## src/rtl/serial_rx_pkg.sv

```systemverilog
// Shared definitions for the serial receiver family: FSM encodings, default
// frame geometry and a small timing helper.
package serial_rx_pkg;

  typedef enum logic [2:0] {
    ST_IDLE      = 3'd0,
    ST_START     = 3'd1,
    ST_DATA      = 3'd2,
    ST_STOP      = 3'd3,
    ST_WAIT_IDLE = 3'd4
  } rx_state_e;

  localparam int DEFAULT_CLKS_PER_BIT = 16;
  localparam int DEFAULT_DATA_BITS    = 8;

  function automatic int half_bit(input int clks_per_bit);
    return clks_per_bit / 2;
  endfunction

endpackage

```

## src/rtl/serial_bit_timer.sv

```systemverilog
// Loadable down-counter that flags when it has run out; it parks at zero
// until reloaded, so tick stays high while the count is exhausted.
module serial_bit_timer #(
  parameter int WIDTH = 4
) (
  input  logic             clk,
  input  logic             rst,
  input  logic             load,
  input  logic [WIDTH-1:0] load_val,
  output logic             tick
);

  logic [WIDTH-1:0] count_q, count_d;

  always_comb begin
    count_d = count_q;
    if (load) begin
      count_d = load_val;
    end else if (count_q != '0) begin
      count_d = count_q - WIDTH'(1);
    end
  end

  always_ff @(posedge clk) begin
    if (rst) begin
      count_q <= '0;
    end else begin
      count_q <= count_d;
    end
  end

  assign tick = (count_q == '0);

endmodule

```

## src/rtl/serial_rx.sv

```systemverilog
// Serial byte receiver: start bit, LSB-first data, one stop bit, with a
// single-entry valid/ready holding register and framing/overrun reporting.
module serial_rx
  import serial_rx_pkg::*;
#(
  parameter int CLKS_PER_BIT = DEFAULT_CLKS_PER_BIT,
  parameter int DATA_BITS    = DEFAULT_DATA_BITS
) (
  input  logic                 clk,
  input  logic                 rst,
  input  logic                 in,
  output logic [DATA_BITS-1:0] data_out,
  output logic                 valid,
  input  logic                 ready,
  output logic                 frame_err,
  output logic                 overrun,
  input  logic                 clr_err,
  output logic                 busy
);

  localparam int H  = half_bit(CLKS_PER_BIT);
  localparam int TW = $clog2(CLKS_PER_BIT);
  localparam int BW = $clog2(DATA_BITS);

  rx_state_e            state_q, state_d;
  logic [BW-1:0]        bit_cnt_q, bit_cnt_d;
  logic [DATA_BITS-1:0] shift_q, shift_d;
  logic                 deliver_q, deliver_d;
  logic                 frame_err_q, frame_err_d;
  logic [DATA_BITS-1:0] data_q, data_d;
  logic                 valid_q, valid_d;
  logic                 overrun_q, overrun_d;

  logic                 tmr_load;
  logic [TW-1:0]        tmr_val;
  logic                 tmr_tick;

  serial_bit_timer #(
    .WIDTH(TW)
  ) u_timer (
    .clk      (clk),
    .rst      (rst),
    .load     (tmr_load),
    .load_val (tmr_val),
    .tick     (tmr_tick)
  );

  // Each sample reloads the timer so the next sample lands mid-bit.
  always_comb begin
    state_d     = state_q;
    bit_cnt_d   = bit_cnt_q;
    shift_d     = shift_q;
    deliver_d   = 1'b0;
    frame_err_d = 1'b0;
    tmr_load    = 1'b0;
    tmr_val     = '0;
    case (state_q)
      ST_IDLE: begin
        if (!in) begin
          state_d  = ST_START;
          tmr_load = 1'b1;
          tmr_val  = TW'(H - 1);
        end
      end
      ST_START: begin
        if (tmr_tick) begin
          if (in) begin
            state_d = ST_IDLE;
          end else begin
            state_d   = ST_DATA;
            bit_cnt_d = '0;
            tmr_load  = 1'b1;
            tmr_val   = TW'(CLKS_PER_BIT - 1);
          end
        end
      end
      ST_DATA: begin
        if (tmr_tick) begin
          shift_d  = {in, shift_q[DATA_BITS-1:1]};
          tmr_load = 1'b1;
          tmr_val  = TW'(CLKS_PER_BIT - 1);
          if (bit_cnt_q == BW'(DATA_BITS - 1)) begin
            state_d = ST_STOP;
          end else begin
            bit_cnt_d = bit_cnt_q + BW'(1);
          end
        end
      end
      ST_STOP: begin
        if (tmr_tick) begin
          if (in) begin
            deliver_d = 1'b1;
            state_d   = ST_IDLE;
          end else begin
            frame_err_d = 1'b1;
            state_d     = ST_WAIT_IDLE;
          end
        end
      end
      ST_WAIT_IDLE: begin
        // A held-low break must not look like a fresh start bit.
        if (in) begin
          state_d = ST_IDLE;
        end
      end
      default: state_d = ST_IDLE;
    endcase
  end

  // A delivery into a full, unconsumed register is dropped and flagged.
  always_comb begin
    data_d    = data_q;
    valid_d   = valid_q;
    overrun_d = overrun_q;
    if (clr_err) begin
      overrun_d = 1'b0;
    end
    if (deliver_q) begin
      if (valid_q && !ready) begin
        overrun_d = 1'b1;
      end else begin
        data_d  = shift_q;
        valid_d = 1'b1;
      end
    end else if (valid_q && ready) begin
      valid_d = 1'b0;
    end
  end

  always_ff @(posedge clk) begin
    if (rst) begin
      state_q     <= ST_IDLE;
      bit_cnt_q   <= '0;
      shift_q     <= '0;
      deliver_q   <= 1'b0;
      frame_err_q <= 1'b0;
      data_q      <= '0;
      valid_q     <= 1'b0;
      overrun_q   <= 1'b0;
    end else begin
      state_q     <= state_d;
      bit_cnt_q   <= bit_cnt_d;
      shift_q     <= shift_d;
      deliver_q   <= deliver_d;
      frame_err_q <= frame_err_d;
      data_q      <= data_d;
      valid_q     <= valid_d;
      overrun_q   <= overrun_d;
    end
  end

  assign data_out  = data_q;
  assign valid     = valid_q;
  assign frame_err = frame_err_q;
  assign overrun   = overrun_q;
  assign busy      = (state_q != ST_IDLE);

endmodule

```

## config.mk

```make
export PLATFORM = sky130hd
export DESIGN_NAME = serial_rx
export DESIGN_NICKNAME = d
export VERILOG_FILES = /design/src/rtl/serial_rx_pkg.sv /design/src/rtl/serial_bit_timer.sv /design/src/rtl/serial_rx.sv
export SDC_FILE = /design/constraint.sdc
export NUM_CORES = 1
export LEC_CHECK = 0
export BUFFER_PORTS_ARGS = -buffer_cell sky130_fd_sc_hd__buf_2
export CORE_ASPECT_RATIO = 0.75
export CORE_MARGIN = 2
export CORE_UTILIZATION = 40
export CTS_BUF_LIST = sky130_fd_sc_hd__clkbuf_8
export DETAILED_ROUTE_END_ITERATION = 16
export SETUP_SLACK_MARGIN = 0.02
export SLEW_MARGIN = 10
export SYNTH_ARGS = -nofsm -noshare
export SYNTH_HDL_FRONTEND = slang
export SYNTH_SLANG_ARGS = --single-unit
```

## constraint.sdc

```tcl
create_clock -name clk -period 1.4 [get_ports clk]
set_input_delay 0.14 -clock clk [delete_from_list [all_inputs] [get_ports clk]]
set_output_delay 0.14 -clock clk [all_outputs]
set_load 0.1 [all_outputs]
```

==> impl_metrics.ini, run 1 <==
[cts]
cts-hold-fix-buffers = 0
cts.sinks = 30
cts.path.max_buffers = 2
cts.clk_slew.worst_paths_ps = 70
worstSkewPairLatency_ps = 280
cts_buffers = 5
htreeDepth = 2
cts-root-buf = clkbuf_8
cts_tree = done

[worst_setup_path]
cp-startpoint = u_timer.count_q[0]
cp.buffers_inverters = 1
crit_path_max_incr_delay_ps = 530
worst_setup_path_start_kind = flop
timing.rr.start = u_timer.count_q[0]
cp_slowest_cell = or4b_4
cp-end-kind = flop
crit_type = reg2reg
reg2regPathDepth = 5
worstPathArrival_ps = 1640
cp_top_family = simple AND/OR/NAND/NOR gates
cp_cell_sequence = inv_2 > ha_4 > or4b_4 > o21ai_1 > a21oi_1
crit_required_ps = 1560
crit_cells = 5
cp_max_fo = 8

[placed_design]
globalplace.congestion = 0.818
dp_cells = 223
portBuffers = 16
hpwl_um = 2370

[layout]
diodes = 0
fin_util_pct = 55.2
final_cell_mix = dfxtp_1 (25), a21oi_1 (23), buf_4 (20)
drive_gt1_share_pct = 35.6
fillers = 302
multiInputGateArea_um2 = 813
final_common_cell = dfxtp_1
syn2layout_area_growth_pct = 30.7
seq_area_um2 = 612
final_cells = 234
nets = 202

[synth]
syn-mean-instance-area_um2 = 8.85
synth.largest_area_cell = dfxtp_1
ys_warn_count = 0
syn-instance-count = 159
syn_nets = 168
async_flop_share_pct = 0
synth_seq_area_share_pct = 42.7
synth.distinct_cells = 35
ys_ff_latch = 30
synth_edf_count = 0
netlist_area_mm2 = 0.00141
ys.flop_type = dfxtp_1
synth.area.top_cells = dfxtp_1 (43%), a21oi_1 (8.2%), nand3_1 (6.4%)
yosys.area.top_type_share_pct = 42.7

[sta]
setup_viol = 10
fin_tns_setup_ps = -610
relSlewSlack_pct = 67.6
setup_ws_ps = -82.2
tightest_slew_ps = 490
rsz0062_at_grt = yes
finalHoldViolCount = 0
period_share_pct = 106
report.final.slew_viol_count = 0
skew_ps = 5.82
hold_ws_ps = 161
min_period_ps = 1480
max_clock_freq_mhz = 675

[die]
coreArea_mm2 = 0.00333
fp.dieW_um = 72.5
rows = 18
ioPinCount = 17
die_h_um = 55.4
start_util_pct = 42.2
dieArea_mm2 = 0.00401

[power]
design_power_total_uw = 2680
leakagePower_uw = 0.000715
p_per_area_mw_per_mm2 = 1460
ir_drop_mv = 0.875

[detailed_routing]
viasPerCell = 5.50
drcViolationCount = 0
dr.first_iter.drc_count = 62
wirelength_um = 3450
top_layer_used = met4
dr.pass1.iters = 4
m1WireLength_um = 1690
vias = 1288
wl_met3_um = 138
antenna_left = 0
wire_per_inst_um = 14.7
met2_wirelength_um = 1570

[global_routing]
track_usage_pct = 17.0
grt_pass1_vias = 1083
antenna_found_initial = 0
grt.overflow.total = 0
grt_max_degree = 33
grt_pass1_wl_um = 5210

[flow_run]
maxCapViolCount = 0

[outcome]
status = finished, violations left
violations = negative setup slack

[hold_path]
whs_path_depth = 2
holdCritStartpoint = in
min_path_type = in2reg
==> worst reg2reg max path: stages, from the launching register on <==
cell     delay [ps]
dfxtp_2         330
inv_2            80
ha_4            160
or4b_4          530
o21ai_1         170
a21oi_1          90
==> cells in the mapped netlist, drive strengths merged (3+ instances only) <==
library cell	number
a211oi	3
a21oi	23
buf	9
dfxtp	30
ha	4
inv	3
mux2i	3
nand2	3
nand2b	6
nand3	18
nor2	5
nor2b	6
nor3	5
nor3b	4
o21ai	18
==> logic make-up after synthesis <==
| kind of cell | after synthesis | synth area share [%] |
|---|---|---|
| xor+xnor | 1 | 0.622 |
| buf+inv | 14 | 6.84 |
| simple gates | 55 | 23.6 |
| compound gates | 51 | 19.8 |
| flops | 30 | 42.7 |
| fa+ha+maj | 4 | 3.56 |
| mux | 4 | 2.93 |
==> repair_timing <==
item | CTS | global route
resized for setup | 15 | 10
pin swaps | 3 | 3
setup endpoints to repair | 16 | 17
buffers inserted | 1 | 2
endpoints found under the hold margin | 0 | 0
==> path summary, 6_finish.rpt <==
check	endpoint	slack, ps
worst max-delay path	shift_q[1]	-80
worst min-delay path	frame_err	160
worst max register to register	shift_q[1]	-80
worst min register to register	data_out[6]	470
==> layout make-up <==
cell class	count	share of cell area (%)
repair buffers	38	14.2
well taps	40	2.72
clock inverters	2	0.476
flip-flops and latches	30	33.3
clock buffers	6	4.49
inverters	3	0.612
multi-input cells	115	44.2
==> sequential cells by signal (all words and copies together), names as in the netlist <==
signal / flops
data_out: 8
valid: 1
shift_q: 8
deliver_q: 1
overrun: 1
frame_err: 1
bit_cnt_q: 3
state_q: 3
u_timer.count_q: 4
==> stage by stage <==
step | instance area [µm²] | setup WS [ps]
floorplan | 1440 | -11.7
global placement | 1620 | -11.3
detailed placement | 1620 | -73.2
CTS | 1770 | -66.1
global route | 1840 | -153
finish | 1840 | -82.2
==> where the power goes <==
part | switching, µW | internal, µW | total (µW) | leakage [µW]
Sequential | 84.5 | 912 | 997 | 0.000245
Combinational | 457 | 514 | 971 | 0.000418
Clock | 321 | 388 | 709 | 0.0000524
Total | 862 | 1810 | 2680 | 0.000715
==> per-layer routing <==
metal  track usage (%)  up-vias
met5                 0        -
met3              4.93        4
met1              23.7      607
met4              7.14        0
met2              24.4       30
li1                  -      647
No activity file was read; power rests on OpenSTA's default activity.
==> run 2: changes to the inputs <==
Settings changed: PLACE_DENSITY set to 0.62.
==> impl_metrics.ini, run 2 (same netlist as run 1, synthesis figures left out) <==
[die]
ioPinCount = 17
rows = 18
die_h_um = 55.4
dieArea_mm2 = 0.00401
start_util_pct = 42.2
coreArea_mm2 = 0.00333
fp.dieW_um = 72.5

[detailed_routing]
wire_per_inst_um = 13.7
drcViolationCount = 0
dr.pass1.iters = 4
viasPerCell = 5.69
antenna_left = 0
vias = 1308
wirelength_um = 3160
dr.first_iter.drc_count = 99

[cts]
cts.clk_slew.worst_paths_ps = 70
cts_tree = done
cts-root-buf = clkbuf_8
cts.path.max_buffers = 2
cts_buffers = 5
htreeDepth = 2
worstSkewPairLatency_ps = 290
cts.sinks = 30
cts-hold-fix-buffers = 0

[sta]
period_share_pct = 104
min_period_ps = 1450
relSlewSlack_pct = 64.5
max_clock_freq_mhz = 688
skew_ps = 7.39
setup_ws_ps = -54.4
rsz0062_at_grt = yes
finalHoldViolCount = 0
tightest_slew_ps = 532
report.final.slew_viol_count = 0
setup_viol = 10

[worst_setup_path]
r2r_slack_ps = -50
cp_max_fo = 8
cp-end-kind = flop
worst_setup_path_start_kind = flop
worstPathArrival_ps = 1610
crit_required_ps = 1560
crit_type = reg2reg

[power]
p_per_area_mw_per_mm2 = 1530
design_power_total_uw = 2750
ir_drop_mv = 1.07
leakagePower_uw = 0.000701

[layout]
post-route-cell-area_mm2 = 0.00180
final_common_cell = dfxtp_1
final_cells = 230
diodes = 0
drive_gt1_share_pct = 35.3
fillers = 301
fin_util_pct = 53.9
syn2layout_area_growth_pct = 27.6
final_cell_mix = dfxtp_1 (26), a21oi_1 (22), nand3_1 (18), buf_4 (18), buf_2 (15)
nets = 198

[global_routing]
grt_pass1_wl_um = 5290
grt_max_degree = 33
grt_pass1_vias = 1187
grt.overflow.total = 0
antenna_found_initial = 0
track_usage_pct = 16.9

[placed_design]
placed_area_mm2 = 0.00159
portBuffers = 16
hpwl_um = 2190
place_ws_ps = -55.4
dp_cells = 219
globalplace.congestion = 0.853

[flow_run]
maxCapViolCount = 0

[outcome]
status = finished, violations left
violations = negative setup slack

[hold_path]
min_path_type = in2reg
run 2: cell type report:
cell class	count	area, µm²	share of cell area [%]
clock buffer	5	68.8	3.83
clock inverter	3	40.0	2.23
inverter	3	11.3	0.627
multi-input combinational	115	787	43.8
sequential	30	608	33.9
tap	40	50.0	2.79
timing repair buffer	34	230	12.8
run 2: stage by stage:
stage	hold slack (ps)	setup TNS, ps
finish	143	-345
global route	159	-1260
CTS	127	-287
detailed placement	429	-309
global placement	428	-13.3
floorplan	218	-93.5
run 2: critical path, stage by stage, from the launching register on:
cell,delay (ps)
dfxtp_2,320
inv_2,80
ha_4,160
or4b_4,540
o21ai_1,150
a21oi_1,80
run 2: worst paths after layout:
path	from	endpoint	cells past startpoint
max	u_timer.count_q[0]	shift_q[7]	5
min	in	state_q[2]	2
max reg2reg	u_timer.count_q[0]	shift_q[7]	5
min reg2reg	bit_cnt_q[0]	bit_cnt_q[0]	1
run 2: what timing repair did:
| item | in CTS | in global routing |
|---|---|---|
| setup endpoints to repair | 15 | 20 |
| resized for setup | 13 | 8 |
| endpoints found under the hold margin | 0 | 0 |
| setup buffers | 0 | 3 |
| pin swaps | 17 | 2 |
| cloned | 0 | 0 |
run 2: routing by layer:
metal	GRT usage [%]	vias to the layer above	share of wire, %
met5	0	-	0
met4	9.52	0	2.0
met3	5.11	6	6.1
met2	22.9	44	43
met1	23.5	620	49
li1	-	638	-
run 2: power breakdown:
group / internal [µW] / switching (µW)
logic: 462 / 433
clock network: 523 / 331
registers: 911 / 84.7
total: 1900 / 849
==> run 3: changes to the inputs <==
Settings changed: PLACE_DENSITY 0.62 to 0.59.
Clock period 1.4 ns to 1.8 ns, I/O delays scaled along.
==> impl_metrics.ini, run 3 (same netlist as run 1, synthesis figures left out) <==
[cts]
cts_setup_buffers = 0
cts.clk_slew.worst_paths_ps = 60
cts_tree = done
cts_buffers = 5
worstSkewPairLatency_ps = 270
htreeDepth = 2
cts.sinks = 30
cts.path.max_buffers = 2
cts-root-buf = clkbuf_8

[sta]
tightest_slew_ps = 530
relSlewSlack_pct = 64.6
report.final.slew_viol_count = 0
setup_viol = 0
rsz0062_at_grt = no
min_period_ps = 1680
period_share_pct = 93.1
finalHoldViolCount = 0
fin_tns_setup_ps = 0
skew_ps = 4.69
max_clock_freq_mhz = 597

[worst_setup_path]
reg2regPathDepth = 5
crit_required_ps = 1620
cp-end-kind = primary output
crit_type = reg2out
cp_max_fo = 15
worstPathArrival_ps = 1500
worst_setup_path_start_kind = flop

[power]
leakagePower_uw = 0.000599
ir_drop_mv = 0.425
p_per_area_mw_per_mm2 = 1110

[global_routing]
antenna_found_initial = 0
track_usage_pct = 15.4
grt.overflow.total = 0
grt_pass1_wl_um = 4930
grt_pass1_vias = 1096
grt_max_degree = 33

[detailed_routing]
dr.first_iter.drc_count = 71
antenna_left = 0
viasPerCell = 5.56
dr.pass1.iters = 4
drcViolationCount = 0
wirelength_um = 2920
wire_per_inst_um = 13.6
vias = 1196

[hold_path]
whs_path_depth = 2
min_path_type = in2reg

[layout]
drive_gt1_share_pct = 18.3
diodes = 0
final_cells = 215
fillers = 338
final_cell_mix = dfxtp_1 (30), a21oi_1 (23), nand3_1 (18)
nets = 185
final_common_cell = dfxtp_1
syn2layout_area_growth_pct = 12.6

[die]
coreArea_mm2 = 0.00333
ioPinCount = 17
rows = 18
die_h_um = 55.4
fp.dieW_um = 72.5
start_util_pct = 42.2
dieArea_mm2 = 0.00401

[placed_design]
hpwl_um = 1990
globalplace.congestion = 0.854
portBuffers = 16
dp_cells = 209

[outcome]
status = finished clean

[flow_run]
maxCapViolCount = 0
run 3: cell count changes in the layout (fill, tap and decap cells not counted), sizes merged:
cell | before | now
buf | 34 | 21
bufinv | 1 | 0
clkbuf | 5 | 6
clkinv | 2 | 0
run 3: path summary, 6_finish.rpt:
path | slack (ps) | endpoint | from
worst min register to register | 470 | bit_cnt_q[0] | bit_cnt_q[0]
worst max register to register | 180 | u_timer.count_q[1] | u_timer.count_q[0]
worst min-delay path | 200 | state_q[2] | in
worst max-delay path | 120 | busy | state_q[1]
run 3: what timing repair did:
item | CTS | global route
endpoints found under the setup margin | 0 | 10
hold buffers | 0 | 0
gates resized for setup | 0 | 2
run 3: worst max-delay path, stage by stage, from the launching register on:
cell	delay, ps
dfxtp_1	440
or3_2	490
buf_2	300
run 3: metrics by stage:
| step | area [µm²] | util (%) | setup WS (ps) | hold WS (ps) | power, µW |
|---|---|---|---|---|---|
| after floorplan | 1410 | - | 113 | 258 | 1150 |
| after detailed placement | 1490 | 44.7 | 135 | 467 | 1220 |
| after global placement | 1490 | 44.7 | 164 | 451 | 1220 |
| final | 1590 | 47.6 | 124 | 196 | 1770 |
| after global routing | 1590 | 47.6 | 59.7 | 206 | 1880 |
| after CTS | 1570 | 47.2 | 117 | 188 | 1750 |
run 3: area by class of cell:
cell class	instances	area, µm²	share of cell area (%)
repair buffers	21	118	7.42
inverters	3	11.3	0.710
clock buffers	6	82.6	5.21
multi-input cells	115	723	45.6
well taps	40	50.0	3.16
flip-flops and latches	30	601	37.9
run 3: power by group:
part / internal, µW / switching, µW / total, µW / leakage (µW)
Clock: 294 / 225 / 519 / 0.0000431
Sequential: 706 / 74.6 / 781 / 0.000243
Combinational: 211 / 256 / 467 / 0.000313
run 3: layer usage:
layer,wire length (µm),part of all wire (%),global-route usage (%),vias up
met5,0,0,0,-
met4,7,0.24,5.03,0
met3,149,5.1,4.93,2
met2,1290,44,21.9,26
met1,1480,51,21.9,558
li1,-,-,-,610
